### src/rtl/full_adder_pkg.sv
// Shared constants and a behavioural reference for the registered adder.
package full_adder_pkg;

  localparam int FA_MAX_WIDTH = 64;

  // Packed result {ovf, c_out, s}; s is the low FA_MAX_WIDTH bits.
  // Width w selects the active operand size (1..64).
  function automatic logic [FA_MAX_WIDTH+1:0] fa_ref(
    input logic [FA_MAX_WIDTH-1:0] a,
    input logic [FA_MAX_WIDTH-1:0] b,
    input logic                    c_in,
    input int unsigned             w = 1
  );
    logic [FA_MAX_WIDTH-1:0] mask;
    logic [FA_MAX_WIDTH-1:0] am;
    logic [FA_MAX_WIDTH-1:0] bm;
    logic [FA_MAX_WIDTH:0]   full;
    logic [FA_MAX_WIDTH-1:0] s;
    logic                    co;
    logic                    ov;
    mask = (w >= FA_MAX_WIDTH) ? '1 : ((64'd1 << w) - 64'd1);
    am   = a & mask;
    bm   = b & mask;
    full = {1'b0, am} + {1'b0, bm} + {{FA_MAX_WIDTH{1'b0}}, c_in};
    s    = full[FA_MAX_WIDTH-1:0] & mask;
    co   = full[w];
    ov   = (am[w-1] == bm[w-1]) && (s[w-1] != am[w-1]);
    return {ov, co, s};
  endfunction

endpackage

### src/rtl/full_adder_fa_cell.sv
// Combinational 1-bit full adder cell.
module fa_cell (
  input  logic a,
  input  logic b,
  input  logic c_in,
  output logic s,
  output logic c_out
);

  assign s     = a ^ b ^ c_in;
  assign c_out = (a & b) | (a & c_in) | (b & c_in);

endmodule

### src/rtl/full_adder.sv
// Registered ripple-carry adder built from fa_cell leaves.
module full_adder
  import full_adder_pkg::*;
#(
  parameter int WIDTH = 1
) (
  input  logic             clk,
  input  logic             rst_n,
  input  logic             in_valid,
  input  logic [WIDTH-1:0] a,
  input  logic [WIDTH-1:0] b,
  input  logic             c_in,
  output logic             out_valid,
  output logic [WIDTH-1:0] s,
  output logic             c_out,
  output logic             ovf
);

  if (WIDTH < 1 || WIDTH > FA_MAX_WIDTH) begin : g_bad_width
    $error("full_adder: WIDTH out of range");
  end

  logic [WIDTH:0]   w_c;
  logic [WIDTH-1:0] w_s;
  logic             w_ovf;

  assign w_c[0] = c_in;

  for (genvar i = 0; i < WIDTH; i++) begin : g_cell
    fa_cell u_cell (
      .a     (a[i]),
      .b     (b[i]),
      .c_in  (w_c[i]),
      .s     (w_s[i]),
      .c_out (w_c[i+1])
    );
  end

  // For WIDTH=1 the carry into the MSB is c_in itself.
  assign w_ovf = w_c[WIDTH] ^ w_c[WIDTH-1];

  logic             r_out_valid;
  logic [WIDTH-1:0] r_s;
  logic             r_c_out;
  logic             r_ovf;

  always_ff @(posedge clk) begin
    if (!rst_n) begin
      r_out_valid <= 1'b0;
      r_s         <= '0;
      r_c_out     <= 1'b0;
      r_ovf       <= 1'b0;
    end else begin
      r_out_valid <= in_valid;
      if (in_valid) begin
        r_s     <= w_s;
        r_c_out <= w_c[WIDTH];
        r_ovf   <= w_ovf;
      end
    end
  end

  assign out_valid = r_out_valid;
  assign s         = r_s;
  assign c_out     = r_c_out;
  assign ovf       = r_ovf;

endmodule

### config.mk
export PLATFORM = sky130hd
export DESIGN_NAME = full_adder
export DESIGN_NICKNAME = d
export VERILOG_FILES = /design/src/rtl/full_adder_pkg.sv /design/src/rtl/full_adder_fa_cell.sv /design/src/rtl/full_adder.sv
export SDC_FILE = /design/constraint.sdc
export NUM_CORES = 1
export LEC_CHECK = 0
export CORE_AREA = 5 5 42 44
export DETAILED_ROUTE_END_ITERATION = 8
export DIE_AREA = 0 0 47 49
export PLACE_DENSITY = 0.33
export SYNTH_ARGS = -nofsm -noshare
export SYNTH_HDL_FRONTEND = slang
export SYNTH_HIERARCHICAL = 1
export SYNTH_SLANG_ARGS = --single-unit
### constraint.sdc
create_clock -name clk -period 1.1 [get_ports clk]
set_input_delay 0.11 -clock clk [delete_from_list [all_inputs] [get_ports clk]]
set_output_delay 0.11 -clock clk [all_outputs]
set_load 0.02 [all_outputs]
==> flow_summary_export.csv, run 1 <==
group,metric,value,unit
timing,fmax,997.6,MHz
worst_hold_path,holdPathStages,3,
clock_network,cts_tree,"built",
routing,drt_first_iter_violations,2,
finish,multi_input_area,81.33,um2
floorplanning,io_pins,10,
synth,synth.most_common_cell,"dfxtp_1",
routing,vias,140,
timing,drv_slew,0,
synth,synth_edf_count,0,
clock_network,htree_num_levels,1,
placement,gp_congestion,0.6674,
power_and_ir_drop,combPwrFrac,0.176,
power_and_ir_drop,powerDensity,1445,nW/um2
critical_path,max_stage_delay,0.33,ns
status,outcome,"finished, final reports clean",
finish,diodes,0,
routing,via_per_inst,3.415,
global_route,grt_max_degree,6,
power_and_ir_drop,leakage,0.1443,nW
critical_path,rr_startpoint,"ovf$_SDFFE_PN0P_",
critical_path,crit_buf_inv,1,
global_route,grt_pass1_vias,157,
critical_path,cp.arrival,0.89,ns
synth,synth_fp_nets,20,
power_and_ir_drop,clkPwrFrac,0.442,
timing,worst_pin_slew,0.2067,ns
timing,hold_viol,0,
finish,final_design_area_no_fill,292.8,um2
routing,dr.pass1.iters,2,
worst_hold_path,hp-class,"in2reg",
clock_network,cts.sinks,4,
finish,fillers,164,
routing,drt_wl_total,406,um
floorplanning,start_util,0.1134,
timing,setup_violations,0,
clock_network,cts_buffer_depth,2,
synth,ys_seq_elements,4,
synth,synth_area_leaders,"dfxtp_1, fa_1, mux2i_1",
critical_path,cpMaxStageDelayCell,"dlygate4sd2_1",
finish,drive_gt1_frac,0.2000,
routing,wire_per_inst,9.902,um
timing,fin_crit,1.002,ns
critical_path,cp.required,0.99,ns
critical_path,reg2reg_depth,2,
synth,avgSynthCellArea,12.22,um2
timing,clock-skew-final,0,ns
placement,placed_area,269.0,um2
global_route,overflow,0,
clock_network,cts_root_buf,"clkbuf_4",
clock_network,cts_buffers,3,
worst_hold_path,worstHoldStart,"c_in",
critical_path,path_class,"reg2out",
floorplanning,fp.dieW,47,um
floorplanning,die_area,2303,um2
synth,netlist_area,158.9,um2
critical_path,worstReg2RegEnd,"ovf$_SDFFE_PN0P_",
global_route,antenna_found_initial,0,
synth,async_reset_ff_frac,0,
worst_hold_path,holdPathEnd,"ovf$_SDFFE_PN0P_",
placement,dpl.hpwl,303.7,um
global_route,track_usage,0.04940,
global_route,grt_first_pass_wirelength,696,um
finish,utilization,0.2089,
critical_path,cp_max_fo,2,
power_and_ir_drop,sw_frac_of_total,0.2470,
critical_path,crit_path_start_kind,"flip-flop",
power_and_ir_drop,p_sw,104.5,uW
synth,synth_top_area_frac,0.5039,
critical_path,endpoint_kind,"primary output",
finish,syn_to_final_growth,84.25,%
power_and_ir_drop,peakVddDrop,375.6,uV
power_and_ir_drop,pwr-share-seq,0.381,
timing,rsz0062_at_grt,"no",
synth,synthFlopType,"dfxtp_1",
synth,synth_largest_area_cell,"dfxtp_1",
floorplanning,core_area,1401,um2
critical_path,rrSetupSlack,0.47,ns
synth,ys_top_cells_by_count,"dfxtp_1, mux2i_1, nor2b_1",
synth,yosysSeqAreaShare,0.5039,
floorplanning,die_y,49,um
finish,seqCellArea,80.08,um2
run,cap_violations,0,
routing,postRouteAntennaNets,0,
routing,drc,0,
synth,ys_types,8,
placement,port_buffers,9,
power_and_ir_drop,internal-power,318.6,uW
finish,layout.nets,34,
timing,min_period_over_period,0.9113,
critical_path,critical_path.top_delay_family,"buffers and inverters",
floorplanning,fp-row-count,14,
timing,worst_slew_margin_rel,0.8618,
clock_network,cts_hold_buffers,0,
clock_network,path_clk_slew,0.04,ns
critical_path,path_cells,"dlygate4sd2_1",
clock_network,insertion_delay,0.24,ns
synth,syn_inst,13,
synth,yosys_warnings,6,
[area by class of cell]
class | instances | share of cell area
multi-input cells | 9 | 0.2778
repair buffers | 9 | 0.3034
well taps | 16 | 0.06838
flip-flops and latches | 4 | 0.2735
clock buffers | 3 | 0.07692
[sequential cells by signal, summed over array words and instances (netlist names)]
| signal | flops |
|---|---|
| s | 1 |
| c_out | 1 |
| ovf | 1 |
| out_valid | 1 |
[layer usage]
| metal | track usage | share of wire |
|---|---|---|
| met1 | 0.05531 | 0.46 |
| met2 | 0.04525 | 0.36 |
| met3 | 0.05904 | 0.18 |
| met4 | 0.04147 | 0 |
| met5 | 0 | 0 |
[metrics by stage]
step	hold WS [ns]	TNS [ns]	setup WS, ns	instances	power [mW]
finish	0.3688	0	0.09762	41	0.4231
global route	0.4057	0	0.04177	41	0.4491
CTS	0.3735	-0.0008835	-0.0008835	41	0.4404
detailed placement	0.5172	-0.8193	-0.2974	38	0.2495
global placement	0.4987	-0.7841	-0.2885	38	0.2493
floorplan	0.1994	0	0.2133	13	0.2002
[cells by family after synthesis]
logic type	count (synthesis)	share of synthesized area
multiplexers	2	0.1260
AO/OA/AOI/OAI	2	0.06293
adder cells (fa/ha/maj)	1	0.1260
XOR/XNOR	1	0.05513
AND/OR/NAND/NOR	3	0.1260
flip-flops	4	0.5040
[timing repair]
item                                    in CTS  in global routing
pin swaps                                    0                  0
resized for setup                            6                  2
setup buffers                                0                  0
endpoints found under the setup margin       6                  2
[how the worst max path moves through the flow]
stage	startpoint	endpoint	slack, ns	depth (start not counted)
2_1_floorplan	a	ovf$_SDFFE_PN0P_	0.21	3
3_3_place_gp	a	ovf$_SDFFE_PN0P_	-0.29	4
3_5_place_dp	c_in	s$_SDFFE_PN0P_	-0.30	4
4_1_cts	b	s$_SDFFE_PN0P_	-0.0009	4
5_1_grt	c_out$_SDFFE_PN0P_	c_out	0.04	1
6_report	s$_SDFFE_PN0P_	s	0.1	1
[power by group through the flow]
stage / Clock [mW] / Combinational, mW / Sequential, mW
final: 0.187 / 0.0747 / 0.161
after global routing: 0.203 / 0.0835 / 0.163
after CTS: 0.201 / 0.0776 / 0.161
after detailed placement: 0 / 0.0856 / 0.164
after global placement: 0 / 0.0858 / 0.164
after floorplan: 0 / 0.0227 / 0.177
[cell usage in the layout (no fill, tap or decap)]
| cell type | instances |
|---|---|
| xnor2_1 | 1 |
| nor2b_1 | 2 |
| clkbuf_4 | 3 |
| fa_2 | 1 |
| a21oi_1 | 1 |
| o21ai_0 | 1 |
| dlygate4sd2_1 | 5 |
| and2_2 | 1 |
| mux2i_1 | 2 |
| dlymetal6s2s_1 | 2 |
| dfxtp_1 | 4 |
| clkdlybuf4s50_1 | 2 |
No activity file was read; power rests on OpenSTA's default activity.
==> run 2, diff against run 1 <==
CTS_BUF_LIST = sky130_fd_sc_hd__clkbuf_4 sky130_fd_sc_hd__clkbuf_8   (was unset)
==> results of run 2 <==
The final DEF is identical to that of run 1; final timing and power are the same.
==> run 3, diff against run 2 <==
SETUP_SLACK_MARGIN = 0.15   (was unset)
==> flow_summary_export.csv, run 3 (synthesized netlist as in run 1, its figures left out) <==
group,metric,value,unit
status,outcome,"finished, final reports clean",
finish,final_common_cell,"dfxtp_1",
global_route,grt_max_degree,6,
global_route,overflow,0,
clock_network,cts_tree,"built",
global_route,use_met2,0.04525,
clock_network,cts_hold_buffers,0,
timing,clock-skew-final,0,ns
timing,setup_violations,0,
clock_network,post_cts_resized,14,
finish,syn_to_final_growth,74.02,%
clock_network,htree_num_levels,1,
routing,via_per_inst,3.463,
power_and_ir_drop,powerDensity,1520,nW/um2
power_and_ir_drop,clkPwrFrac,0.445,
global_route,grt_pass1_vias,157,
critical_path,cp.arrival,0.79,ns
timing,drv_slew,0,
routing,drt_wl_total,402,um
floorplanning,die_area,2303,um2
routing,drt_first_iter_violations,3,
clock_network,path_clk_slew,0.04,ns
global_route,grt_use_met3,0.05904,
finish,layout.nets,34,
power_and_ir_drop,leakage,0.1192,nW
critical_path,cp.required,0.99,ns
critical_path,reg2reg_depth,2,
critical_path,cpMaxStageDelayCell,"dfxtp_1",
critical_path,worstReg2RegEnd,"ovf$_SDFFE_PN0P_",
power_and_ir_drop,internal-power,315.6,uW
power_and_ir_drop,pwr-share-seq,0.385,
timing,worst_pin_slew,0.2067,ns
placement,gp_congestion,0.6674,
floorplanning,fp-row-count,14,
finish,final_cell_mix,"dfxtp_1, clkbuf_4, dlygate4sd2_1",
global_route,grt_first_pass_wirelength,696,um
power_and_ir_drop,combPwrFrac,0.171,
run,cap_violations,0,
finish,diodes,0,
placement,port_buffers,9,
global_route,grt_busiest_layer,"met3",
routing,wire_per_inst,9.805,um
critical_path,crit_path_start_kind,"flip-flop",
clock_network,cts_buffers,3,
worst_hold_path,hp-class,"in2reg",
routing,vias,142,
clock_network,insertion_delay,0.24,ns
worst_hold_path,holdPathStages,3,
floorplanning,io_pins,10,
critical_path,cp.depth,1,
critical_path,max_stage_delay,0.30,ns
routing,postRouteAntennaNets,0,
worst_hold_path,holdPathEnd,"ovf$_SDFFE_PN0P_",
global_route,track_usage,0.04940,
worst_hold_path,worstHoldStart,"c_in",
timing,worst_slew_margin_rel,0.8618,
timing,fmax,1113,MHz
critical_path,rrSetupSlack,0.47,ns
power_and_ir_drop,peakVddDrop,373.1,uV
power_and_ir_drop,sw_frac_of_total,0.2492,
global_route,gr-usage-met1,0.05531,
power_and_ir_drop,p_sw,104.7,uW
clock_network,post_cts.repair.setup_buffers,0,
clock_network,cts_root_buf,"clkbuf_4",
placement,placed_area,269.0,um2
clock_network,cts.sinks,4,
timing,finalHoldWorstSlack,0.3688,ns
placement,dpl.hpwl,303.7,um
critical_path,crit_buf_inv,1,
clock_network,cts_buffer_depth,2,
global_route,antenna_found_initial,0,
floorplanning,die_y,49,um
timing,hold_viol,0,
timing,fin_crit,0.8988,ns
routing,dr.pass1.iters,4,
critical_path,path_cells,"clkdlybuf4s15_2",
critical_path,critical_path.top_delay_family,"flip-flops",
finish,final_design_area_no_fill,276.5,um2
finish,drive_gt1_frac,0.3600,
timing,rsz0062_at_grt,"no",
routing,drc,0,
critical_path,cp_max_fo,1,
floorplanning,start_util,0.1134,
timing,min_period_over_period,0.8171,
floorplanning,core_area,1401,um2
critical_path,path_class,"reg2out",
critical_path,rr_startpoint,"ovf$_SDFFE_PN0P_",
critical_path,endpoint_kind,"primary output",
floorplanning,fp.dieW,47,um
## run 3: cell types whose count changed in the layout (fill, tap and decap cells not counted)
cell	before	now
dlygate4sd2_1	5	3
clkbuf_2	0	1
dlymetal6s2s_1	2	0
buf_2	0	2
clkdlybuf4s15_2	0	1
## run 3: how the worst max path moves through the flow
| stage | slack [ns] | endpoint | startpoint |
|---|---|---|---|
| after floorplan | 0.21 | ovf$_SDFFE_PN0P_ | a |
| after global placement | -0.29 | ovf$_SDFFE_PN0P_ | a |
| after detailed placement | -0.30 | s$_SDFFE_PN0P_ | c_in |
| after CTS | 0.08 | s | s$_SDFFE_PN0P_ |
| after global routing | 0.15 | s$_SDFFE_PN0P_ | c_in |
| final | 0.20 | out_valid | out_valid$_SDFF_PN0_ |
## run 3: tightest hold or removal path, delay by kind of cell
kind | cells | cell delay (ns)
XOR/XNOR | 1 | 0.13
AO/OA/AOI/OAI | 1 | 0.06
buffers and inverters | 1 | 0.26
## run 3: final cells by class
cell class	count	area [um2]
Multi-Input combinational cell	9	81.33
Tap cell	16	20.02
Clock buffer	3	22.52
Fill cell	164	1125
Sequential cell	4	80.08
Timing Repair Buffer	9	72.57
## run 3: per-layer routing
layer | share of wire | vias up | routed length, um
met1 | 0.40 | 64 | 161
met3 | 0.23 | 0 | 93
met5 | 0 | - | 0
met2 | 0.37 | 11 | 147
met4 | 0 | 0 | 0
li1 | - | 67 | -
## run 3: power by group through the flow
stage               registers, mW  clock network (mW)  logic (mW)
CTS                         0.162               0.201      0.0780
global placement            0.164                   0      0.0858
global route                0.163               0.203      0.0798
floorplan                   0.177                   0      0.0227
detailed placement          0.164                   0      0.0856
finish                      0.162               0.187      0.0717
## run 3: through the flow
step	total power [mW]	instances	setup WS (ns)	setup TNS (ns)	util
after floorplan	0.2002	13	0.2133	0	-
final	0.4203	41	0.2012	0	0.1973
after global routing	0.4457	41	0.1515	0	0.1973
after CTS	0.4411	41	0.07751	0	0.2089
after global placement	0.2493	38	-0.2885	-0.7841	0.1920
after detailed placement	0.2495	38	-0.2974	-0.8193	0.1920
